[src/rtl/fetch_pkg.sv]
// Shared types and constants for the SLC-3 PC/fetch sequencer.
package fetch_pkg;

  typedef enum logic [2:0] {
    ST_HALTED   = 3'd0,
    ST_FETCH1   = 3'd1,
    ST_FETCH2   = 3'd2,
    ST_FETCH3   = 3'd3,
    ST_EXEC     = 3'd4,
    ST_PAUSED   = 3'd5,
    ST_CONT_REL = 3'd6
  } fetch_state_t;

  localparam logic [1:0] PCMUX_INC = 2'b00;
  localparam logic [1:0] PCMUX_ADR = 2'b01;
  localparam logic [1:0] PCMUX_BUS = 2'b10;

  localparam int MEM_WAIT_MIN = 1;
  localparam int MEM_WAIT_MAX = 15;
  localparam int CNT_W        = 4;

endpackage

[src/rtl/mem_wait_counter.sv]
// Loadable down-counter timing the memory read window; saturates at zero.
module mem_wait_counter
  import fetch_pkg::*;
(
  input  logic             clk,
  input  logic             rst_n,
  input  logic             load,
  input  logic [CNT_W-1:0] load_val,
  input  logic             dec,
  output logic             zero,
  output logic             zero_next
);

  logic [CNT_W-1:0] count_q, count_d;

  always_comb begin
    count_d = count_q;
    if (load)
      count_d = load_val;
    else if (dec && count_q != '0)
      count_d = count_q - 1'b1;
  end

  always_ff @(posedge clk or negedge rst_n) begin
    if (!rst_n)
      count_q <= '0;
    else
      count_q <= count_d;
  end

  assign zero      = (count_q == '0);
  // Lets the parent register LD_MDR one cycle ahead of the final wait cycle.
  assign zero_next = (count_d == '0);

endmodule

[src/rtl/pc_fetch_sequencer.sv]
// Fetch/execute handshake FSM driving PC, MAR, MDR and IR load enables,
// with run/pause/single-step control from the board buttons.
module pc_fetch_sequencer
  import fetch_pkg::*;
#(
  parameter int MEM_WAIT = 2
) (
  input  logic        Clk,
  input  logic        Reset,
  input  logic        Run,
  input  logic        Continue,
  input  logic        Exec_Done,
  input  logic        Redirect,
  input  logic        Redirect_Src,
  input  logic        Pause_Req,
  output logic        Load_PC,
  output logic [1:0]  PCMUX,
  output logic        GatePC,
  output logic        LD_MAR,
  output logic        Mem_OE,
  output logic        LD_MDR,
  output logic        LD_IR,
  output logic        Instr_Valid,
  output logic [2:0]  State_Out,
  output logic [15:0] Fetch_Count
);

  if (MEM_WAIT < MEM_WAIT_MIN || MEM_WAIT > MEM_WAIT_MAX) begin : g_bad_mem_wait
    $error("MEM_WAIT out of range 1..15");
  end

  localparam logic [CNT_W-1:0] WAIT_LOAD = CNT_W'(MEM_WAIT - 1);

  fetch_state_t state_q, state_d;
  logic [15:0]  fetch_count_q, fetch_count_d;
  logic         load_pc_q, load_pc_d;
  logic         gate_pc_q, gate_pc_d;
  logic         ld_mar_q, ld_mar_d;
  logic         mem_oe_q, mem_oe_d;
  logic         ld_mdr_q, ld_mdr_d;
  logic         ld_ir_q, ld_ir_d;
  logic         instr_valid_q, instr_valid_d;

  logic cnt_load, cnt_dec, cnt_zero, cnt_zero_next;
  logic redirect_now;

  assign cnt_load = (state_q == ST_FETCH1);
  assign cnt_dec  = (state_q == ST_FETCH2);

  mem_wait_counter u_wait (
    .clk       (Clk),
    .rst_n     (Reset),
    .load      (cnt_load),
    .load_val  (WAIT_LOAD),
    .dec       (cnt_dec),
    .zero      (cnt_zero),
    .zero_next (cnt_zero_next)
  );

  always_comb begin
    state_d       = state_q;
    fetch_count_d = fetch_count_q;
    unique case (state_q)
      ST_HALTED:   if (Run) state_d = ST_FETCH1;
      ST_FETCH1:   state_d = ST_FETCH2;
      ST_FETCH2:   if (cnt_zero) state_d = ST_FETCH3;
      ST_FETCH3: begin
        state_d       = ST_EXEC;
        fetch_count_d = fetch_count_q + 16'd1;
      end
      ST_EXEC:     if (Exec_Done) state_d = Pause_Req ? ST_PAUSED : ST_FETCH1;
      ST_PAUSED:   if (Continue) state_d = ST_CONT_REL;
      ST_CONT_REL: if (!Continue) state_d = ST_FETCH1;
      default:     state_d = ST_HALTED;
    endcase

    // Moore outputs are decoded from the next state so they register cleanly.
    load_pc_d     = (state_d == ST_FETCH1);
    gate_pc_d     = (state_d == ST_FETCH1);
    ld_mar_d      = (state_d == ST_FETCH1);
    mem_oe_d      = (state_d == ST_FETCH2);
    ld_mdr_d      = (state_d == ST_FETCH2) && cnt_zero_next;
    ld_ir_d       = (state_d == ST_FETCH3);
    instr_valid_d = (state_d == ST_EXEC);
  end

  always_ff @(posedge Clk or negedge Reset) begin
    if (!Reset) begin
      state_q       <= ST_HALTED;
      fetch_count_q <= 16'h0000;
      load_pc_q     <= 1'b0;
      gate_pc_q     <= 1'b0;
      ld_mar_q      <= 1'b0;
      mem_oe_q      <= 1'b0;
      ld_mdr_q      <= 1'b0;
      ld_ir_q       <= 1'b0;
      instr_valid_q <= 1'b0;
    end else begin
      state_q       <= state_d;
      fetch_count_q <= fetch_count_d;
      load_pc_q     <= load_pc_d;
      gate_pc_q     <= gate_pc_d;
      ld_mar_q      <= ld_mar_d;
      mem_oe_q      <= mem_oe_d;
      ld_mdr_q      <= ld_mdr_d;
      ld_ir_q       <= ld_ir_d;
      instr_valid_q <= instr_valid_d;
    end
  end

  // The redirect load happens in EXEC, where the registered PC+1 load is never set.
  assign redirect_now = (state_q == ST_EXEC) && Exec_Done && Redirect;
  assign Load_PC      = load_pc_q | redirect_now;
  assign PCMUX        = redirect_now ? (Redirect_Src ? PCMUX_BUS : PCMUX_ADR) : PCMUX_INC;

  assign GatePC      = gate_pc_q;
  assign LD_MAR      = ld_mar_q;
  assign Mem_OE      = mem_oe_q;
  assign LD_MDR      = ld_mdr_q;
  assign LD_IR       = ld_ir_q;
  assign Instr_Valid = instr_valid_q;
  assign State_Out   = state_q;
  assign Fetch_Count = fetch_count_q;

  a_no_pcmux11: assert property (@(posedge Clk) disable iff (!Reset) PCMUX != 2'b11);

endmodule
[config.mk]
export PLATFORM = sky130hd
export DESIGN_NAME = pc_fetch_sequencer
export DESIGN_NICKNAME = d
export VERILOG_FILES = /design/src/rtl/fetch_pkg.sv /design/src/rtl/mem_wait_counter.sv /design/src/rtl/pc_fetch_sequencer.sv
export SDC_FILE = /design/constraint.sdc
export NUM_CORES = 1
export LEC_CHECK = 0
export ABC_AREA = 1
export ABC_CLOCK_PERIOD_IN_PS = 1360
export CAP_MARGIN = 0
export CORE_AREA = 2 2 63 65
export DETAILED_ROUTE_END_ITERATION = 7
export DIE_AREA = 0 0 65 67
export GPL_TIMING_DRIVEN = 0
export PLACE_DENSITY = 0.83
export SYNTH_ARGS = -nofsm -noshare
export SYNTH_HDL_FRONTEND = slang
export SYNTH_SLANG_ARGS = --single-unit
[constraint.sdc]
create_clock -name Clk -period 1.36 [get_ports Clk]
set_clock_uncertainty 0.1 [all_clocks]
set_input_delay 0.204 -clock Clk [delete_from_list [all_inputs] [get_ports Clk]]
set_output_delay 0.204 -clock Clk [all_outputs]
set_load 0.01 [all_outputs]
==> Word level (Yosys, flattened, before mapping) <==
Cells that the tools add are included.
{ "classes": {"addsub": 2, "n_eq_ne": 10, "n_mux": 11, "bitwise_logic": 1, "n_reduce_logical": 8} }
{ "op_table": {"columns": ["cell", "count"], "rows": [
  ["$pmux W3 S7", 1],
  ["$mux W3", 6],
  ["$add A16 B1 Y16 const B", 1],
  ["$eq A3 B2 Y1 const B", 4],
  ["$eq A3 B3 Y1 const B", 4],
  ["$logic_not A4 Y1", 2],
  ["$mux W4", 2],
  ["$eq A3 B1 Y1 const B", 2],
  ["$logic_and A1 B1 Y1", 4],
  ["$mux W2", 2],
  ["$reduce_bool A4 Y1", 1],
  ["$sub A4 B1 Y4 const B", 1],
  ["$logic_not A3 Y1", 1],
  ["$or A1 B1 Y1", 1]
]} }
{ "totals": {"register_bits": 28, "in_bits": 8, "word_cells": 40} }

==> Logic depth before layout (Yosys ltp) <==
{ "depth": {"word_depth": 6, "mapped_depth": 9} }

==> Hierarchy <==
A second synthesis with hierarchy kept.
{ "hier_totals": {"cells_unflattened": 227, "hier_area_um2": 1676.6} }
{ "by_module_without_submodules": {"columns": ["mod", "n_inst", "cells_per_inst", "area_each_um2", "seq_area_each_um2"], "rows": [
  ["pc_fetch_sequencer", 1, 177, 1352.5, 600.6],
  ["mem_wait_counter", 1, 50, 324.1, 100.1]
]} }

==> Least setup slack after synthesis <==
No wires, ideal clock.
{ "synth_path": {"path_type": "reg2reg", "start": "reg fetch_count_q[0], in the netlist Fetch_Count[0]", "end": "reg fetch_count_q[8], in the netlist Fetch_Count[8]", "setup_ns": 0.118, "t_arrival_ns": 1.332, "setup_slack_ns": -0.190, "stages_incl_launch_ff": 8, "path_buffers": 0, "synth_period_minus_slack_ns": 1.550, "cell_sequence": "dfrtp_1 > ha_1 > nand2_1 > nor2_1 > nand4_1 > nor2_2 > xor2_1 > inv_1"} }
{ "synth_via": {"elab_chain_len": 1} }
{ "synth_lines": {"columns": ["element", "line_no", "text"], "rows": [
  ["start, declared", "pc_fetch_sequencer.sv:35", "logic [15:0] fetch_count_q, fetch_count_d;"],
  ["start signal, assigned", "pc_fetch_sequencer.sv:100", "fetch_count_q <= fetch_count_d;"],
  ["$add A16 B1 Y16", "pc_fetch_sequencer.sv:69", "fetch_count_d = fetch_count_q + 16'd1;"]
]} }
Every way passes these cells.
A chain may end at the register's enable or synchronous reset.

==> Worst setup path in the final report <==
{ "layout_path": {"start": "reg fetch_count_q[1], in the netlist Fetch_Count[1]", "end": "reg fetch_count_q[8], in the netlist Fetch_Count[8]"} }
The elaborated chain is that of the path after synthesis.

==> results by group <==
Outcome
  • Run status: finished with violations
  • Violated checks: setup timing

Cells and area
  • Net count reported at finish: between 200 and 300
  • Final instance count without filler cells: 331
  • Cell area after layout: 2620 um2
  • Diode count: 0
  • Fillers: 237
  • Layout cells sized above 1: between 40% and 50%
  • Area grow syn2layout: 70.5%

Yosys
  • Top cells by area, synth: dfrtp_1, nand2_1, nor2_1
  • Most common cell in the netlist: nand2_1
  • Post-Syn Instances: 198
  • Synth Flop Type: dfrtp_1
  • Sequential element share of the synthesized area: 45.6%
  • Syn Nets: between 200 and 250
  • Post-synth EDFFs: 0
  • Post-synth top cells: nand2_1, nor2_1, inv_1, dfrtp_1, nand3_1
  • Yosys warning count: 0
  • Synth Area per Inst: 7.77 um2
  • Synth async-reset ratio: 100%
  • Post-synthesis cell area: 1540 um2
  • Number of synthesized register bits: 28
  • Yosys cell types: 21
  • Share of the synthesized area in the top cell type: 45.6%
  • Area leader, netlist: dfrtp_1

Setup path
  • Crit path cell chain: ha_4 -> nand2_4 -> nor2_4 -> nand4_1 -> buf_4 -> nor2_4 -> xor2_1 -> inv_1
  • Buffer and inverter count on the worst path: 2
  • Slowest CP cell: dfrtp_1
  • CP Depth: 8
  • CP Capture Point: Fetch_Count[8]$_DFFE_PN0P_
  • Critical Path AT: about 1700 ps
  • FF-to-FF path depth: 8
  • CP top delay family: simple AND/OR/NAND/NOR gates
  • Crit end category: register
  • Reg2Reg Setup Slack: -280 ps
  • Most common cell on crit path: nor2_4
  • CP startpoint: Fetch_Count[1]$_DFFE_PN0P_
  • Largest stage delay, worst path: 410 ps
  • Setup CP Type: register to register
  • Reg2reg start: Fetch_Count[1]$_DFFE_PN0P_
  • Startpoint Class: register
  • Worst path required time: 1430 ps
  • Worst-path fanout max: 3
  • Reg2reg end: Fetch_Count[8]$_DFFE_PN0P_

Clocking
  • Root buf cell: clkbuf_8
  • Reg clk slew, reported paths: 90 ps
  • TritonCTS Sinks: 28
  • Clock latency on the worst-skew pair: between 200 and 300 ps
  • CTS buffer count: 3
  • Max clock buf depth: 2
  • CTS tree: built
  • H-tree Lvls: 1

Routing
  • Residual DRC count: 0
  • First DRT Iteration DRCs: 122
  • Final WL: 4730 um
  • Routed vias/inst: 4.99
  • Routed via count: 1653
  • 1st-pass router iterations: 4
  • DRT antenna net count: 0
  • Routed length per instance: about 14 um

STA
  • Slew Viols, Final: 0
  • Hold Slack: around 360 ps
  • Final Hold Viols: 0
  • RSZ-0062 raised after global routing: yes
  • Max Freq: roughly 610 MHz
  • Fin crit share: 120%
  • Setup tns final: -3640 ps
  • Worst slew margin: approximately 59%
  • Post-route setup slack: -278 ps
  • Worst-Margin Slew: roughly 610 ps
  • Min cycle time layout: 1640 ps
  • Setup-failing EPs final: 30

Die
  • Die Y: between 60 and 70 um
  • Starting density of the core: ~43%
  • Die area: 4360 um2
  • Die width: 65 um
  • # IOs: 36
  • Placement Rows: 22
  • Core box area: 3610 um2

Placement
  • Port-buffer cells: 35
  • Gpl congestion: around 0.83
  • Dpl cells: between 200 and 300
  • Final HPWL DP: between 2000 and 2500 um
  • Area post-placement: 1950 um2

Pwr
  • LEAKAGE: 1.41 nW
  • Pwr Total: 4.80 mW
  • Max VDD drop: roughly 0.85 mV
  • P per Cell Area: approximately 1800 nW/um2

Global routing
  • Gr ovfl total: 0
  • Vias in the first global route: 1617
  • Total GRT Usage: approximately a fifth
  • First-pass GRT wire length: 7220 um
  • Initial antenna violation count: 0
  • Largest net degree at the start of global routing: 29

Flow run
  • Max-cap check violation count: 0

Worst hold path
  • Worst Hold Class: primary input to async pin
## worst register-to-register path, cell delays in order, from the launching register on
cell and delay [ps]:
dfrtp_1 410, ha_4 170, nand2_4 60, nor2_4 100
nand4_1 150, buf_4 190, nor2_4 120, xor2_1 180
inv_1 60
## cells in the final DEF (no fill, tap or decap), drive strengths merged
cell           instances
nand3                 17
nor3                   4
bufinv                 1
buf                   56
ha                     2
nor2                  34
clkdlybuf4s50          6
xor2                   7
dlygate4sd2           19
o21ai                  4
nand2                 57
dlygate4sd3            1
dfrtp                 28
nand3b                 1
clkbuf                 4
nand4                  5
xnor2                  4
inv                   32
a21boi                 1
## registers in the layout (all words and copies together) (netlist names)
register	flops
LD_MDR	1
State_Out	3
LD_MAR	1
Fetch_Count	16
u_wait.count_q	4
Instr_Valid	1
Mem_OE	1
LD_IR	1
## cell type report
type                    instances  area [um2]  area share, %
multi-input cells             136         966           36.8
flip-flops and latches         28         709           27.1
repair buffers                 81         663           25.3
inverters                      32         133           5.06
well taps                      48        60.1           2.29
clock buffers                   3        41.3           1.58
clock inverters                 1        30.0           1.15
plain buffers                   2        18.8          0.716
## per-layer routing
layer  part of all wire [%]  vias up  wire, um  global-route usage [%]
met1                     40      802      1900                    25.3
met3                    4.4       19       206                    2.20
met4                    3.6        0       169                    8.78
met5                      0        -         0                       0
met2                     52       53      2460                    38.5
li1                       -      779         -                       -
## cells by family after synthesis
family          share of synthesized area (%)
simple gates                             35.7
buf+inv                                  9.03
flops                                    45.6
xor+xnor                                 6.27
compound gates                           1.79
fa+ha+maj                                1.63
## how the worst min path moves through the flow
stage / startpoint / end / slack, ps
6_report: Reset / Fetch_Count[14]$_DFFE_PN0P_ / 360
5_1_grt: Reset / LD_IR$_DFF_PN0_ / 420
4_1_cts: Reset / LD_IR$_DFF_PN0_ / 240
3_5_place_dp: Fetch_Count[0]$_DFFE_PN0P_ / Fetch_Count[0]$_DFFE_PN0P_ / 410
3_3_place_gp: Fetch_Count[0]$_DFFE_PN0P_ / Fetch_Count[0]$_DFFE_PN0P_ / 400
2_1_floorplan: Reset / Fetch_Count[0]$_DFFE_PN0P_ / -190
## through the flow
| step | util, % | worst slack, ps |
|---|---|---|
| floorplan | - | -107 |
| global placement | 54.2 | -533 |
| detailed placement | 54.2 | -552 |
| CTS | 67.6 | -253 |
| global route | 72.7 | -363 |
| finish | 72.7 | -278 |
## power breakdown
group	internal, mW	switching [mW]
Sequential	1.06	0.188
Clock	0.394	0.268
Combinational	1.33	1.56
Total	2.78	2.02
## what timing repair did
item / CTS / global route
endpoints found under the setup margin: 75 / 33
hold endpoints to repair: 0 / 28
gates resized for setup: 106 / 33
buffers inserted: 34 / 13
pin swaps: 21 / 21
hold buffers: 0 / 1
Note: power is estimated with default switching activity, not from simulation.
